<file path="config.mk">
export PLATFORM = sky130hd
export DESIGN_NAME = v_registers_pipe
export DESIGN_NICKNAME = d
export VERILOG_FILES = /design/src/rtl/v_registers_pipe.sv
export SDC_FILE = /design/constraint.sdc
export NUM_CORES = 1
export LEC_CHECK = 0
export CORE_UTILIZATION = 49
export CTS_BUF_LIST = sky130_fd_sc_hd__clkbuf_8
export DETAILED_ROUTE_END_ITERATION = 16
export PLACE_DENSITY = 0.95
export SLEW_MARGIN = 10
export SYNTH_ARGS = -nofsm -noshare
export SYNTH_HDL_FRONTEND = slang
export SYNTH_SLANG_ARGS = --single-unit
</file>
<file path="constraint.sdc">
create_clock -name C -period 2.9 [get_ports C]
set_input_delay 0.29 -clock C [delete_from_list [all_inputs] [get_ports C]]
set_output_delay 0.29 -clock C [all_outputs]
set_load 0.05 [all_outputs]
</file>
<file path="src/rtl/v_registers_pipe.sv">
// Parametrised register pipeline: DEPTH stages of WIDTH-bit data with async
// preset, clock enable, sync clear, per-stage valid and a registered occupancy.
module v_registers_pipe #(
  parameter int unsigned          WIDTH = 4,
  parameter int unsigned          DEPTH = 3,
  parameter logic [WIDTH-1:0]     INIT  = '1
) (
  input  logic                         C,
  input  logic                         PRE,
  input  logic                         CE,
  input  logic                         CLR,
  input  logic [WIDTH-1:0]             D,
  input  logic                         DV,
  output logic [WIDTH-1:0]             Q,
  output logic                         QV,
  output logic [WIDTH*DEPTH-1:0]       TAPS,
  output logic [$clog2(DEPTH+1)-1:0]   OCC
);

  localparam int unsigned OW = $clog2(DEPTH+1);

  logic [WIDTH-1:0] stage [DEPTH];
  logic [DEPTH-1:0] valid;
  logic [OW-1:0]    occ;
  logic [OW-1:0]    occ_next;

  // Beat entering minus beat leaving; bounded to 0..DEPTH by construction.
  assign occ_next = occ + OW'(DV) - OW'(valid[DEPTH-1]);

  // NOTE: the stage array is a bank of flops, not a RAM, so resetting every
  // entry is legal and intended; sequential state uses non-blocking updates so
  // each stage samples its predecessor's pre-edge value.
  always_ff @(posedge C or posedge PRE) begin
    if (PRE) begin
      for (int k = 0; k < DEPTH; k++) stage[k] <= INIT;
      valid <= '0;
      occ   <= '0;
    end else if (CLR) begin
      for (int k = 0; k < DEPTH; k++) stage[k] <= INIT;
      valid <= '0;
      occ   <= '0;
    end else if (CE) begin
      stage[0] <= D;
      valid[0] <= DV;
      for (int k = 1; k < DEPTH; k++) begin
        stage[k] <= stage[k-1];
        valid[k] <= valid[k-1];
      end
      occ <= occ_next;
    end
  end

  for (genvar g = 0; g < DEPTH; g++) begin : g_taps
    assign TAPS[g*WIDTH +: WIDTH] = stage[g];
  end

  assign Q   = stage[DEPTH-1];
  assign QV  = valid[DEPTH-1];
  assign OCC = occ;

endmodule

</file>
# == Yosys cells after proc, flatten, opt, wreduce, memory -nomap -nowiden ==
# Cells that the tools add are included.
# word_totals
ff_bits,17
out_inout_bits,19
elab_cells,14
# op_classes
add_sub_neg,2
muxes,6
reduce_logical,1
# op_table
operator,count
two-way mux 12 bit,2
two-way mux 3 bit,2
two-way mux 2 bit,2
adder 2 x 1 -> 2 bit,1
nonzero test 2 bit,1
subtractor 2 x 1 -> 2 bit,1

# == Longest topological paths before layout ==
# Gate-level depths: netlist (run 1).
# logic_depth
depth_word,4
ltp_mapped,7
ltp_nobuf,7

# == Worst setup path after synthesis (run 1) ==
# OpenSTA, ideal clock, no wires.
# synth_timing
path_kind,register to register
from,"register occ[0], in the netlist OCC[0]"
to,"register occ[1], in the netlist OCC[1]"
setup_ps,120
arrival_ps,1620
required_time_ps,2780
setup_slack_ps,1160
path_stages_with_launch,8
period_less_slack_ps,1740
cell_sequence,dfrtp_1 inv_1 ha_1 inv_1 ha_1 xor2_1 a21oi_1 a31o_2
# synth_between
elab_chain_len,4
# synth_lines
item,line,rtl
"start, declared",24,logic [OW-1:0] occ;
"start signal, assigned",49,occ <= occ_next;
adder 2 x 1 -> 2 bit,28,assign occ_next = occ + OW'(DV) - OW'(valid[DEPTH-1]);
subtractor 2 x 1 -> 2 bit,28,
two-way mux 2 bit,42,end else if (CE) begin
two-way mux 2 bit,38,end else if (CLR) begin
# Every way passes these cells. The select of a mux whose other input is x is not followed.
# A chain may end at the register's enable or synchronous reset.

# == Worst setup path in the final report (run 1) ==
# layout_timing
from,"register stage, in the netlist TAPS[1]"
to,output port TAPS[1]
# layout_rtl
item,line,rtl
"start, declared",22,logic [WIDTH-1:0] stage [DEPTH];
"start signal, assigned by index",46,stage[k] <= stage[k-1];
"end, declared",16,"output logic [WIDTH*DEPTH-1:0] TAPS,"
# No word-level cell between the ends.

==> results of run 1 <==
worst min path at each step:
| stage | from | end | slack [ps] |
|---|---|---|---|
| CTS | PRE | OCC[0] | 420 |
| detailed placement | valid[0] | valid[0] | 520 |
| global placement | valid[0] | valid[0] | 500 |
| floorplan | PRE | OCC[0] | 210 |
| finish | PRE | valid[1] | 410 |
| global route | PRE | OCC[0] | 470 |
metal layers:
| metal | share of wire | wire length, um | vias to the layer above |
|---|---|---|---|
| li1 | - | - | 269 |
| met1 | 0.43 | 626 | 270 |
| met2 | 0.48 | 693 | 20 |
| met3 | 0.075 | 108 | 2 |
| met4 | 0.0090 | 13 | 0 |
| met5 | 0 | 0 | - |
area by class of cell:
type	count	area, sq um
Multi-Input combinational cell	39	293
Tap cell	16	20.0
Clock inverter	1	3.75
Fill cell	113	444
Clock buffer	3	41.3
Sequential cell	17	440
Timing Repair Buffer	27	270
Inverter	3	11.3
layout by cell type (no fill, tap or decap):
cell,Yosys,layout
a211o_1,12,12
a21oi_1,1,1
a31o_2,1,1
clkbuf_8,0,3
clkdlybuf4s50_1,0,27
dfrtp_1,5,5
dfstp_2,12,12
ha_1,2,2
inv_1,3,4
mux2i_1,4,4
nand2b_1,1,1
nor2_1,5,5
nor2b_1,12,12
xor2_1,1,1
Yosys cell counts:
library cell,n,area share
a31o_2,1,0.011
buf_6,2,0.028
a211o_1,12,0.13
nand2b_1,1,0.0077
a21oi_1,1,0.0061
xor2_1,1,0.011
mux2i_1,4,0.049
dfstp_2,12,0.39
nor2b_1,12,0.092
dfrtp_1,5,0.15
inv_1,3,0.014
buf_4,5,0.046
nor2_1,5,0.023
ha_1,2,0.031
buf_2,2,0.012
stage by stage:
| step | setup slack (ps) | total power, uW | area [sq um] |
|---|---|---|---|
| 2_1_floorplan | 1160 | 381 | 815 |
| 6_report | 1010 | 587 | 1080 |
| 3_3_place_gp | 982 | 418 | 1030 |
| 4_1_cts | 999 | 594 | 1080 |
| 3_5_place_dp | 935 | 423 | 1030 |
| 5_1_grt | 970 | 615 | 1080 |
flip-flops by register name, summed over array words and instances, names as in the netlist:
name / flops
OCC: 2
Q: 4
TAPS: 8
valid: 3
cells by family (layout without fill, tap and decap cells):
| logic type | Yosys count | after routing | synth area share |
|---|---|---|---|
| AO/OA/AOI/OAI | 14 | 14 | 0.146 |
| XOR/XNOR | 1 | 1 | 0.0108 |
| adder cells (fa/ha/maj) | 2 | 2 | 0.0307 |
| buffers and inverters | 12 | 34 | 0.0998 |
| flip-flops | 17 | 17 | 0.541 |
| multiplexers | 4 | 4 | 0.0492 |
| AND/OR/NAND/NOR | 18 | 18 | 0.123 |
power groups by stage:
| stage | clock network (uW) | registers [uW] | logic [uW] |
|---|---|---|---|
| after floorplan | 0 | 320 | 60.4 |
| after global placement | 0 | 272 | 146 |
| after detailed placement | 0 | 274 | 149 |
| after CTS | 174 | 270 | 149 |
| after global routing | 185 | 273 | 157 |
| final | 169 | 270 | 148 |
==> flow_summary.json, run 1 <==
{
  "status": "completed",
  "max_freq_ghz": 0.530,
  "switchingPower_uw": 177,
  "final_max_slew_viol_count": 0,
  "cts_buffers": 3,
  "cts_buffer_depth": 2,
  "finish.utilization": 0.709,
  "syn_area_per_cell_sq_um": 12.0,
  "cp.arrival_ps": 1600,
  "required_ps": 2610,
  "ioPinCount": 28,
  "num_rows": 14,
  "finalCriticalPeriod_ps": 1890,
  "area_growth_pct": 32.6,
  "grt_pass1_wl_um": 2440,
  "p_comb_frac": 0.253,
  "use_met3": 0.0851,
  "die_h_um": 42.8,
  "drive_above_1_share": 0.178,
  "worstSetupEndpoint": "TAPS[1]",
  "yosysUniqueCellTypes": 15,
  "portBuffers": 27,
  "cts_tree": "yes",
  "stdcell_count": 106,
  "via_count": 561,
  "finalCritPeriodShare": 0.651,
  "cp-startpoint": "TAPS[1]",
  "switching_share": 0.302,
  "root_buffer": "clkbuf_8",
  "cp_slowest_stage_delay_ps": 810,
  "ys_seq_elements": 17,
  "r2r_setup_slack_ps": 1370,
  "ir_worst_vdd_uv": 341,
  "p_clk_frac": 0.288,
  "worstSetupPathType": "reg2out",
  "hold_path.class": "in2async",
  "dr.pass1.iters": 4,
  "antennaDiodeCount": 0,
  "critPathTopFamily": "buffers and inverters",
  "finalSetupTns_ps": 0,
  "end_kind": "output pin",
  "hold_violations": 0,
  "cts-resized-gates": 0,
  "dieArea_sq_mm": 0.00183,
  "antenna_found_initial": 0,
  "synthesis.nets": 79,
  "use_met1": 0.208,
  "crit_chain": "clkdlybuf4s50_1",
  "rsz0062_at_grt": "no",
  "numClockSinks": 17,
  "critPathMaxFanout": 3,
  "cp_num_cells": 1,
  "r2r-start": "valid[2]",
  "grt_usage": 0.189,
  "fin_skew_ps": 3.32,
  "p_int_uw": 410,
  "finalWeightedCongestion": 0.675,
  "p_seq_frac": 0.460,
  "die_w_um": 42.8,
  "coreArea_sq_mm": 0.00152,
  "setup_viol": 0,
  "ys_seq_area_frac": 0.541,
  "detail-route-antenna-nets": 0,
  "gr-max-usage-layer": "met2",
  "nNetsFinal": 102,
  "start_util": 0.534,
  "vias_per_cell": 5.29,
  "cp-start-kind": "register",
  "grt_max_degree": 31,
  "maxCapViolCount": 0,
  "clkTransAtPathRegs_ps": 60,
  "grt_pass1_vias": 553,
  "ctsHoldBuffers": 0,
  "grt_overflow": 0,
  "mappedNetlistArea_sq_um": 815,
  "synthCells": 68,
  "ys_warn_count": 0,
  "ff2ff_path_depth": 6,
  "drc": 0,
  "tightest_slew_ps": 1050,
  "wl_um": 1440,
  "grt.met2_usage": 0.303,
  "clock_latency_ps": 250,
  "wl_per_cell_um": 13.6,
  "post_cts_buffers": 0,
  "cp.buffers_inverters": 1,
  "dr.first_iter.drc_count": 9,
  "power.density_cell_area_mw_per_mm2": 544,
  "hold-worst-slack_ps": 408,
  "htreeDepth": 1,
  "relSlewSlack": 0.296,
  "reg2reg_to": "OCC[1]",
  "slowest_stage": "clkdlybuf4s50_1",
  "power.leakage_uw": 0.000476,
  "place_inst": 102
}
Note: power is estimated with default switching activity, not from simulation.
==> inputs of run 2 (changes only) <==
--- a/config.mk
+++ b/config.mk
@@ -5,10 +5,10 @@
 export SDC_FILE = /design/constraint.sdc
 export NUM_CORES = 1
 export LEC_CHECK = 0
-export CORE_UTILIZATION = 49
+export CORE_UTILIZATION = 46
 export CTS_BUF_LIST = sky130_fd_sc_hd__clkbuf_8
 export DETAILED_ROUTE_END_ITERATION = 16
-export PLACE_DENSITY = 0.95
+export PLACE_DENSITY = 0.91
 export SLEW_MARGIN = 10
 export SYNTH_ARGS = -nofsm -noshare
 export SYNTH_HDL_FRONTEND = slang
==> constraint.sdc (replaced) <==
create_clock -name C -period 1.9 [get_ports C]
set_input_delay 0.19 -clock C [delete_from_list [all_inputs] [get_ports C]]
set_output_delay 0.19 -clock C [all_outputs]
set_load 0.05 [all_outputs]
==> flow_summary.json, run 2 (synthesis gave the netlist of run 1 again) <==
{
  "status": "complete, but fails checks",
  "violations": "design-rule violations",
  "nNetsFinal": 104,
  "regArea_sq_um": 440,
  "cts-resized-gates": 0,
  "end_kind": "output pin",
  "numClockSinks": 17,
  "grt_pass1_wl_um": 2290,
  "wl_um": 1360,
  "ctsHoldBuffers": 0,
  "root_buffer": "clkbuf_8",
  "drive_above_1_share": 0.196,
  "hold_path.class": "in2async",
  "use_met3": 0.0367,
  "clock_latency_ps": 240,
  "largest_reg_flops": 8,
  "grt_pass1_vias": 534,
  "critPathTopFamily": "buffers and inverters",
  "antenna_found_initial": 0,
  "crit_chain": "clkdlybuf4s50_1",
  "drc": 3,
  "ioPinCount": 28,
  "relSlewSlack": 0.589,
  "dieArea_sq_mm": 0.00194,
  "htreeDepth": 1,
  "coreArea_sq_mm": 0.00158,
  "tightest_slew_ps": 616,
  "dp_hpwl_um": 932,
  "worstSetupPathType": "reg2out",
  "wl_per_cell_um": 12.6,
  "finalCritPeriodShare": 0.934,
  "cp-start-kind": "register",
  "slowest_stage": "clkdlybuf4s50_1",
  "dp_slack_ps": 382,
  "fin_ws_ps": 126,
  "grt.met2_usage": 0.262,
  "finalSetupTns_ps": 0,
  "rsz0062_at_grt": "no",
  "cp.arrival_ps": 1580,
  "final_common_cell": "clkdlybuf4s50_1",
  "die_h_um": 44.1,
  "maxCapViolCount": 0,
  "detail-route-antenna-nets": 0,
  "power.leakage_uw": 0.000485,
  "cp_num_cells": 1,
  "cts_tree": "yes",
  "use_met1": 0.210,
  "ir_worst_vdd_uv": 650,
  "cp.buffers_inverters": 1,
  "antennaDiodeCount": 0,
  "mostFrequentLayoutCells": "27 x clkdlybuf4s50_1, 12 x dfstp_2, 12 x nor2b_1, 12 x a211o_1",
  "vias_per_cell": 5.13,
  "setup_viol": 0,
  "multi_input_area_sq_um": 293,
  "post_cts_buffers": 0,
  "fin_skew_ps": 4.21,
  "clkTransAtPathRegs_ps": 60,
  "cts_buffer_depth": 2,
  "dr.first_iter.drc_count": 8,
  "finalWeightedCongestion": 0.636,
  "portBuffers": 27,
  "ff2ff_path_depth": 6,
  "finalCriticalPeriod_ps": 1770,
  "start_util": 0.517,
  "cts_buffers": 3,
  "cp_slowest_stage_delay_ps": 800,
  "hold_violations": 0,
  "critPathMaxFanout": 3,
  "dr.pass1.iters": 12,
  "final_max_slew_viol_count": 0,
  "power.density_cell_area_mw_per_mm2": 814,
  "via_count": 554,
  "grt_usage": 0.157,
  "gr-max-usage-layer": "met2",
  "required_ps": 1710,
  "num_rows": 14,
  "grt_max_degree": 31,
  "max_freq_ghz": 0.564,
  "area_growth_pct": 34.4,
  "nFillCells": 123,
  "hold-worst-slack_ps": 324,
  "die_w_um": 44.1,
  "grt_overflow": 0
}
run 2: cell count changes in the layout (fill, tap and decap cells not counted), sizes merged:
| cell | before | now |
|---|---|---|
| buf | 0 | 2 |
run 2: where the power goes:
group          total (uW)  switching, uW  internal [uW]
Combinational         228            141           87.3
Sequential            412           15.1            397
Clock                 252            109            143
Total                 892            265            627
run 2: per-stage QoR:
step,utilization,area (sq um),cells,total power (uW)
after floorplan,-,815,68,581
after global placement,0.666,1050,104,641
after detailed placement,0.666,1050,104,646
final,0.694,1090,108,892
after CTS,0.694,1090,108,903
after global routing,0.694,1090,108,935
run 2: final timing paths:
| kind | from | end | slack (ps) |
|---|---|---|---|
| max | Q[3] | TAPS[11] | 130 |
| min | PRE | OCC[0] | 320 |
| max reg2reg | valid[2] | OCC[1] | 400 |
| min reg2reg | valid[1] | valid[1] | 540 |
| max in group asynchronous | PRE | valid[2] | 1180 |
| min in group C | valid[1] | valid[1] | 540 |
run 2: final cells by class:
type,instances,area share
timing repair buffer,29,0.261
sequential,17,0.402
clock inverter,1,0.00343
clock buffer,3,0.0377
inverter,3,0.0103
multi-input combinational,39,0.267
tap,16,0.0183
run 2: routing by layer:
| layer | share of wire | vias up | wire (um) |
|---|---|---|---|
| met5 | 0 | - | 0 |
| met4 | 0 | 0 | 0 |
| met3 | 0.045 | 0 | 61 |
| met2 | 0.48 | 17 | 658 |
| met1 | 0.47 | 263 | 640 |
| li1 | - | 274 | - |
